<file path="src/rtl/ro_count_averager_pkg.sv">
// Shared types for the ring-oscillator temperature-sense readout path.
// State encoding for the window averager FSM.
package ro_tempsens_pkg;

    typedef enum logic [1:0] {
        IDLE = 2'd0,
        ARM  = 2'd1,
        ACC  = 2'd2,
        HOLD = 2'd3
    } state_t;

endpackage

</file>
<file path="src/rtl/ro_count_averager_if.sv">
// Valid/ready result channel from the window averager to the readout logic.
interface ro_count_averager_if #(
    parameter int N = 8
);

    logic [N-1:0] result;
    logic         result_valid;
    logic         result_ready;

    modport master (
        output result,
        output result_valid,
        input  result_ready
    );

    modport slave (
        input  result,
        input  result_valid,
        output result_ready
    );

endinterface

</file>
<file path="src/rtl/ro_window_detect.sv">
// Watches the upstream window counter and flags the cycle where a window ends,
// separating clean window ends from saturated (overflowed) ones.
module ro_window_detect #(
    parameter int N = 8
) (
    input  logic         osc_clk,
    input  logic         reset,
    input  logic         en,
    input  logic [N-1:0] count,
    output logic         evt,
    output logic         ovf,
    output logic [N-1:0] sample
);

    localparam logic [N-1:0] MAXCOUNT = '1;

    logic [N-1:0] r_prev;
    logic         r_enQ;
    logic         w_wrap;

    always_ff @(posedge osc_clk) begin
        if (reset) begin
            r_prev <= '0;
            r_enQ  <= 1'b0;
        end else begin
            r_prev <= count;
            r_enQ  <= en;
        end
    end

    // A window ends when the counter drops back to zero from a nonzero value
    // while the enable has been steady for at least one cycle.
    assign w_wrap = en && r_enQ && (r_prev != '0) && (count == '0);
    assign evt    = w_wrap && (r_prev != MAXCOUNT);
    assign ovf    = w_wrap && (r_prev == MAXCOUNT);
    assign sample = r_prev;

endmodule

</file>
<file path="src/rtl/ro_count_averager.sv">
// Averages 2^AVG_LOG2 complete reference windows of the ring-oscillator counter
// and presents each average on a registered valid/ready channel.
module ro_count_averager
    import ro_tempsens_pkg::*;
#(
    parameter int N        = 8,
    parameter int AVG_LOG2 = 2
) (
    input  logic                osc_clk,
    input  logic                reset,
    input  logic                en,
    input  logic [N-1:0]        count,
    output logic                overflow,
    ro_count_averager_if.master rd
);

    localparam int NSAMP = 1 << AVG_LOG2;
    localparam int AW    = N + AVG_LOG2;
    localparam int CW    = (AVG_LOG2 > 0) ? AVG_LOG2 : 1;
    localparam logic [CW-1:0] LASTSAMP = CW'(NSAMP - 1);

    state_t        r_state;
    state_t        w_nextState;
    logic [AW-1:0] r_acc;
    logic [CW-1:0] r_nSamp;
    logic [N-1:0]  r_result;
    logic          r_valid;
    logic          r_overflow;
    logic          r_rearm;

    logic          w_evt;
    logic          w_ovf;
    logic [N-1:0]  w_sample;
    logic [AW-1:0] w_sum;
    logic          w_lastSample;
    logic          w_handshake;

    logic          w_accClear;
    logic          w_accAdd;
    logic          w_loadResult;
    logic          w_clearValid;
    logic          w_setOverflow;
    logic          w_setRearm;

    ro_window_detect #(.N(N)) u_detect (
        .osc_clk (osc_clk),
        .reset   (reset),
        .en      (en),
        .count   (count),
        .evt     (w_evt),
        .ovf     (w_ovf),
        .sample  (w_sample)
    );

    assign w_sum        = r_acc + AW'(w_sample);
    assign w_lastSample = (r_nSamp == LASTSAMP);
    assign w_handshake  = r_valid && rd.result_ready;

    always_ff @(posedge osc_clk) begin
        if (reset) begin
            r_state <= IDLE;
        end else begin
            r_state <= w_nextState;
        end
    end

    // An overflow seen on the accept cycle means the window now running is
    // partial, so it forces a rearm just like a registered rearm would.
    always_comb begin
        w_nextState = r_state;
        unique case (r_state)
            IDLE: if (en) w_nextState = ARM;
            ARM: begin
                if (!en)        w_nextState = IDLE;
                else if (w_ovf) w_nextState = ARM;
                else if (w_evt) w_nextState = ACC;
            end
            ACC: begin
                if (!en)                        w_nextState = IDLE;
                else if (w_ovf)                 w_nextState = ARM;
                else if (w_evt && w_lastSample) w_nextState = HOLD;
            end
            HOLD: begin
                if (w_handshake) begin
                    if (!en)                    w_nextState = IDLE;
                    else if (r_rearm || w_ovf)  w_nextState = ARM;
                    else                        w_nextState = ACC;
                end
            end
            default: w_nextState = IDLE;
        endcase
    end

    always_comb begin
        w_accClear    = 1'b0;
        w_accAdd      = 1'b0;
        w_loadResult  = 1'b0;
        w_clearValid  = 1'b0;
        w_setOverflow = 1'b0;
        w_setRearm    = 1'b0;
        unique case (r_state)
            IDLE: ;
            ARM: begin
                w_accClear    = !en || w_ovf;
                w_setOverflow = w_ovf;
            end
            ACC: begin
                if (!en || w_ovf) begin
                    w_accClear    = 1'b1;
                    w_setOverflow = w_ovf;
                end else if (w_evt) begin
                    w_accAdd     = !w_lastSample;
                    w_loadResult = w_lastSample;
                    w_accClear   = w_lastSample;
                end
            end
            HOLD: begin
                w_setOverflow = w_ovf;
                w_setRearm    = !en || w_ovf;
                w_clearValid  = w_handshake;
            end
            default: ;
        endcase
    end

    always_ff @(posedge osc_clk) begin
        if (reset) begin
            r_acc      <= '0;
            r_nSamp    <= '0;
            r_result   <= '0;
            r_valid    <= 1'b0;
            r_overflow <= 1'b0;
            r_rearm    <= 1'b0;
        end else begin
            if (w_accClear) begin
                r_acc   <= '0;
                r_nSamp <= '0;
            end else if (w_accAdd) begin
                r_acc   <= w_sum;
                r_nSamp <= r_nSamp + CW'(1);
            end
            if (w_loadResult) begin
                r_result <= w_sum[AVG_LOG2 +: N];
                r_valid  <= 1'b1;
            end else if (w_clearValid) begin
                r_valid  <= 1'b0;
            end
            if (w_setOverflow) r_overflow <= 1'b1;
            if (r_state == HOLD && w_nextState != HOLD) r_rearm <= 1'b0;
            else if (w_setRearm)                        r_rearm <= 1'b1;
        end
    end

    assign rd.result       = r_result;
    assign rd.result_valid = r_valid;
    assign overflow        = r_overflow;

endmodule
</file>
<file path="src/flat_wrapper.sv">
// flat-port wrapper written by rule: the top's interface ports become plain ports
module ro_count_averager_flat import ro_tempsens_pkg::*;
#(
    parameter int N        = 8,
    parameter int AVG_LOG2 = 2
)
  (osc_clk, reset, en, count, overflow, rd_result, rd_result_valid, rd_result_ready);
  ro_count_averager_if #(.N(N)) rd_i ();
  input  logic osc_clk;
  input  logic reset;
  input  logic en;
  input  logic [N-1:0] count;
  output logic overflow;
  output wire logic [$bits(rd_i.result)-1:0] rd_result;
  output wire logic [$bits(rd_i.result_valid)-1:0] rd_result_valid;
  input wire logic [$bits(rd_i.result_ready)-1:0] rd_result_ready;
  assign rd_result = rd_i.result;
  assign rd_result_valid = rd_i.result_valid;
  assign rd_i.result_ready = rd_result_ready;
  ro_count_averager #(.N(N), .AVG_LOG2(AVG_LOG2)) u_core (.osc_clk(osc_clk), .reset(reset), .en(en), .count(count), .overflow(overflow), .rd(rd_i));
endmodule
</file>
<file path="config.mk">
export PLATFORM = sky130hd
export DESIGN_NAME = ro_count_averager_flat
export DESIGN_NICKNAME = d
export VERILOG_FILES = /design/src/rtl/ro_count_averager_pkg.sv /design/src/rtl/ro_count_averager_if.sv /design/src/rtl/ro_window_detect.sv /design/src/rtl/ro_count_averager.sv /design/src/flat_wrapper.sv
export SDC_FILE = /design/constraint.sdc
export NUM_CORES = 1
export LEC_CHECK = 0
export ABC_AREA = 1
export CAP_MARGIN = 10
export CORE_MARGIN = 3
export CORE_UTILIZATION = 25
export CTS_CLUSTER_DIAMETER = 200
export CTS_CLUSTER_SIZE = 8
export DETAILED_ROUTE_END_ITERATION = 8
export SLEW_MARGIN = 25
export SYNTH_ARGS = -nofsm -noshare
export SYNTH_HDL_FRONTEND = slang
export SYNTH_SLANG_ARGS = --single-unit
</file>
<file path="constraint.sdc">
create_clock -name osc_clk -period 1.8 [get_ports osc_clk]
set_input_delay 0.45 -clock osc_clk [delete_from_list [all_inputs] [get_ports osc_clk]]
set_output_delay 0.45 -clock osc_clk [all_outputs]
set_load 0.005 [all_outputs]
</file>
Word level (Yosys, flattened, before mapping)
Index checks and enable logic that the tools add are counted.
Widths: inputs -> output; s select.
{"block": "op_classes", "n_eq_ne": 7, "mux": 25, "n_reduce_logical": 19, "add_sub_neg": 2}
{"op": "$mux 2", "n": 10}
{"op": "$mux 1", "n": 12}
{"op": "$add 10x8->10", "n": 1}
{"op": "$eq 8x8->1 const B", "n": 1}
{"op": "$logic_and 1x1->1", "n": 8}
{"op": "$logic_not 8->1", "n": 1}
{"op": "$ne 8x8->1 const B", "n": 1}
{"op": "$pmux 2 s4", "n": 1}
{"op": "$reduce_bool 8->1", "n": 1}
{"op": "$eq 2x2->1 const B", "n": 3}
{"op": "$reduce_or 2->1", "n": 3}
{"op": "$pmux 1 s2", "n": 2}
{"op": "$add 2x1->2 const B", "n": 1}
{"op": "$eq 2x1->1 const B", "n": 1}
{"op": "$logic_not 1->1", "n": 2}
{"op": "$logic_not 2->1", "n": 1}
{"op": "$logic_or 1x1->1", "n": 2}
{"op": "$ne 2x2->1 const B", "n": 1}
{"op": "$reduce_bool 2->1", "n": 1}
{"block": "word_totals", "ff_bits": 34, "in_bits": 12, "elab_cells": 62, "out_inout_bits": 10}

Longest topological paths before layout
{"block": "logic_depth", "ltp_word": 12, "mapped_depth": 13, "depth_no_buf": 13}

By module
From an unflattened synthesis, not the netlist that was laid out.
{"block": "hier_totals", "cells_unflattened": 278, "hier_area_um2": 1968.1}
{"mod": "ro_count_averager", "cells_each": 230, "n_inst": 1, "seq_area_each_um2": 500.5, "area_per_inst_um2": 1630.3}
{"mod": "ro_window_detect", "cells_each": 48, "n_inst": 1, "seq_area_each_um2": 180.2, "area_per_inst_um2": 337.8}

Worst setup path before layout
No wires, ideal clock.
{"block": "synth_timing", "path_kind": "register -> register", "startpoint": "reg u_core.u_detect.r_prev[0] (netlist: u_core.u_detect.sample[0])", "endpoint": "reg u_core.r_acc[8]", "setup_time_ns": 0.064, "t_arrival_ns": 1.690, "slack_ns": 0.046, "path_buffers": 0, "required_time_ns": 1.736, "synth_period_minus_slack_ns": 1.754, "stages_incl_launch_ff": 10, "cell_sequence": "dfxtp_1 -> ha_1 -> inv_1 -> fa_1 -> o21ai_0 -> nand2_1 -> o311ai_0 -> xor2_1 -> nor2_1 -> nor2_1"}
{"block": "synth_via", "elab_chain_len": 8, "word_cells_on_any_way": 16, "classes_between": "add/sub (1); eq/ne (2); mux (6); reduce/logical (7)"}
{"element": "from (decl)", "line_no": "ro_window_detect.sv:17", "text": "logic [N-1:0] r_prev;"}
{"element": "from (signal assigned)", "line_no": "ro_window_detect.sv:26", "text": "r_prev <= count;"}
{"element": "$reduce_bool 8->1", "line_no": "ro_window_detect.sv:33", "text": "assign w_wrap = en && r_enQ && (r_prev != '0) && (count == '0);"}
{"element": "$logic_and 1x1->1 (2 in series)", "line_no": "ro_window_detect.sv:33"}
{"element": "$logic_and 1x1->1 (on tied branches)", "line_no": "ro_window_detect.sv:34, ro_window_detect.sv:35"}
{"element": "$mux 1 or $logic_or 1x1->1 (tied branches)", "line_no": "ro_count_averager.sv:111, ro_count_averager.sv:104, ro_count_averager.sv:108"}
{"element": "$mux 1", "line_no": "ro_count_averager.sv:108", "text": "if (!en || w_ovf) begin"}
{"element": "$pmux 1 s2", "line_no": "ro_count_averager.sv:101", "text": "unique case (r_state)"}
{"element": "$reduce_or 2->1 (no source line)"}
{"element": "to (signal assigned)", "line_no": "ro_count_averager.sv:139", "text": "r_acc <= w_sum;"}
{"element": "to (decl)", "line_no": "ro_count_averager.sv:24", "text": "logic [AW-1:0] r_acc;"}
Parallel ways exist; a longest one is shown, timed or not.
A chain may end at the register's enable or synchronous reset.

Worst setup path in the final report
{"block": "layout_timing", "startpoint": "reg u_core.u_detect.r_prev[0] (netlist: u_core.u_detect.sample[0])", "endpoint": "reg u_core.r_acc[9]"}
Same word-level chain as after synthesis.

==> reports/metrics.cfg <==
[clock_network]
clock-sinks = 34
clk_path_buf_depth = 2
clock_latency_ns = 0.29
cts_tree = built
htreeDepth = 2
postCtsHoldBufs = 0
path_clk_slew_ns = 0.08
cts_made_buffers = 5
clockRootBuffer = clkbuf_8

[synth]
synthTopCellsByArea = dfxtp_1, ha_1, nand2_1, inv_1, nor2_1
synth_mux_area_share_pct = 0
yosys.area.top_type_share_pct = 35.8
synth_compound_area_share_pct = 15.3
synth_simple_gate_area_share_pct = 26.3
synth_edf_count = 0
synth-seq-area-share_pct = 35.8
syn_area_sq_um = 1900
synth_top_family_by_area = simple AND/OR/NAND/NOR gates
yosysUniqueCellTypes = 35
yosysMostFrequentCell = nand2_1
synth-seq-cells = 34
synth.largest_area_cell = dfxtp_1
netlist_top_cells_count = nand2_1, dfxtp_1, inv_1, nor2_1, a21oi_1
syn_avg_cell_area_sq_um = 7.52
synthXorXnorAreaFrac_pct = 4.14
synth_fa_ha_area_share_pct = 9.60
synthArstFlopShare_pct = 0
synth_top_flop_cell = dfxtp_1
ys_warn_count = 0
postSynthCellCount = 253
synth_nets = 279

[hold_path]
holdPathEnd = u_core.r_nSamp[1]
min_from = u_core.r_nSamp[1]
hp-class = reg -> reg
hold_depth = 2

[worst_setup_path]
crit_arrival_ns = 1.92
r2r_end = u_core.r_acc[9]
cp-start-kind = register
timing.rr.start = u_core.u_detect.sample[0]
path_class = reg -> reg
path_max_fanout = 2
worst_r2r_path_depth = 12
crit_buf_inv = 2
cp.required_ns = 1.96
path_delay_family = compound AO/OA/AOI/OAI gates
end_kind = register
path_cells = ha_4 > buf_4 > buf_4 > nand3_1 > nand2_2 > a21oi_2 > o21ai_2 > nand2_1 > nand2_1 > nand2_1 > xor2_1 > a21oi_1
cpMostUsedCell = nand2_1
slowest_delay_ns = 0.34
rrSetupSlack_ns = 0.04
slowest_stage = dfxtp_2

[finish]
layout.nets = 337
drive_gt1_share_pct = 34.3
diodes = 0
fillers = 753
area_growth_pct = 47.7
instances_no_fill = 411

[power_and_ir_drop]
power_leakage_nw = 1.27
seqPwrFrac_pct = 50.0
comb_power_share_pct = 12.4
power_density_nw_per_um2 = 556
p_switching_w = 0.000396
internal_power_w = 0.00117
peakVddDrop_uv = 433
switching_share_pct = 25.4
p_clk_share_pct = 37.6

[floorplanning]
ioPinCount = 22
coreArea_sq_um = 7330
die_area_sq_um = 8700
die_w_um = 93.3
rows = 31
chipHeight_um = 93.3
start_util_pct = 26.0

[global_route]
grt_overflow = 0
grt_pass1_wl_um = 7170
track_usage_pct = 10.2
grt_max_degree = 13
grt_pass1_vias = 1643
antenna_found_initial = 0

[drt]
routedWlPerCell_um = 11.0
drt-pass1-iter-count = 4
via_per_inst = 4.26
drc = 0
drtIter0Drc = 56
drt_wl_total_um = 4540
ant_nets = 0
vias = 1752

[flow_run]
maxCapViolCount = 0

[placement]
numPortBuffers = 21
dpl.hpwl_um = 3290
gp_congestion = 0.822
placed_cells = 394

[timing]
max_freq_mhz = 569
tns_ns = 0
worst_slew_pin_slew_ns = 0.302
maxSlewViolCount = 0
final-setup-viol-count = 0
finClkSkew_ns = 0.0107
layout_min_cycle_time_ns = 1.76
rsz0062_at_grt = true
holdWs_ns = 0.466
finalCritPeriodShare_pct = 97.6
max_slew_margin_pct = 79.8
hold_viol_final = 0

[status]
outcome = complete, no violations

## routing by layer
layer,wire [um],vias up,global-route usage (%)
met5,0,-,0
met4,53,0,4.03
met3,89,5,1.69
met2,2250,22,17.2
met1,2140,806,13.1
li1,-,919,-
## worst register-to-register path: stages, from the launching register on
cell and delay (ns):
dfxtp_2 0.34, ha_4 0.16, buf_4 0.12, buf_4 0.11
nand3_1 0.07, nand2_2 0.07, a21oi_2 0.18, o21ai_2 0.08
nand2_1 0.06, nand2_1 0.05, nand2_1 0.07, xor2_1 0.22
a21oi_1 0.10
## sequential cells by signal (all words and copies together), names as in the netlist
name	flops
u_core.overflow	1
u_core.r_acc	10
u_core.r_nSamp	2
u_core.r_rearm	1
u_core.r_state	2
u_core.rd.result	8
u_core.rd.result_valid	1
u_core.u_detect.r_enQ	1
u_core.u_detect.sample	8
## how the worst max path moves through the flow
stage          depth (start not counted)  slack [ns]             endpoint                       from
3_5_place_dp                          13       -0.38       u_core.r_rearm                   count[1]
2_1_floorplan                          9        0.05      u_core.r_acc[8]  u_core.u_detect.sample[0]
3_3_place_gp                          13       -0.39       u_core.r_rearm                   count[1]
5_1_grt                               12       -0.09  u_core.rd.result[7]  u_core.u_detect.sample[0]
4_1_cts                                8       0.001      u_core.r_acc[6]  u_core.u_detect.sample[0]
6_report                              12        0.04      u_core.r_acc[9]  u_core.u_detect.sample[0]
## power by group through the flow
stage,sequential [W],combinational [W],clock [W]
6_report,0.000782,0.000193,0.000588
5_1_grt,0.000784,0.000214,0.000635
4_1_cts,0.000778,0.000170,0.000606
3_5_place_dp,0.000795,0.000166,0
3_3_place_gp,0.000795,0.000165,0
2_1_floorplan,0.000791,0.0000914,0
## cell families (layout without fill, tap and decap cells)
group           count (synthesis)  in the layout
compound gates                 50             50
xor+xnor                        9              9
fa+ha+maj                      14             14
buf+inv                        41            100
flops                          34             34
simple gates                  105            105
## per-stage QoR
stage	setup WS (ns)	total power [W]	cell area (sq um)	util, %
6_report	0.0428	0.00156	2810	38.3
5_1_grt	-0.0877	0.00163	2810	38.3
4_1_cts	0.000990	0.00155	2550	34.7
3_5_place_dp	-0.376	0.000962	2400	32.7
3_3_place_gp	-0.388	0.000960	2400	32.7
2_1_floorplan	0.0463	0.000883	1900	-
## cell usage in the layout, fill, tap and decap left out, types with 5 or more instances in the layout
cell type / Yosys / routed
dfxtp_2: 0 / 7
clkdlybuf4s50_1: 0 / 12
ha_1: 13 / 8
dlygate4sd2_1: 0 / 7
clkbuf_8: 0 / 6
a21oi_1: 22 / 17
a21oi_2: 3 / 7
nand2_1: 42 / 37
buf_4: 2 / 32
o21ai_0: 13 / 10
inv_2: 3 / 7
dfxtp_1: 34 / 27
nor2_1: 33 / 32
nand3_1: 7 / 6
inv_1: 33 / 29
ha_4: 0 / 5
nand2_2: 6 / 10
xor2_1: 8 / 5
## cell type report
cell class | count | area, sq um | share of cell area [%]
inverter | 36 | 135 | 4.81
timing repair buffer | 56 | 480 | 17.1
multi-input combinational | 178 | 1290 | 45.8
sequential | 34 | 689 | 24.5
clock buffer | 6 | 82.6 | 2.94
clock inverter | 2 | 12.5 | 0.445
tap | 99 | 124 | 4.41
## timing repair
action / CTS / global route
cloned: 0 / 0
setup buffers: 3 / 6
pin swaps: 14 / 23
endpoints found under the setup margin: 15 / 20
resized for setup: 19 / 47
Note: power is estimated with default switching activity, not from simulation.
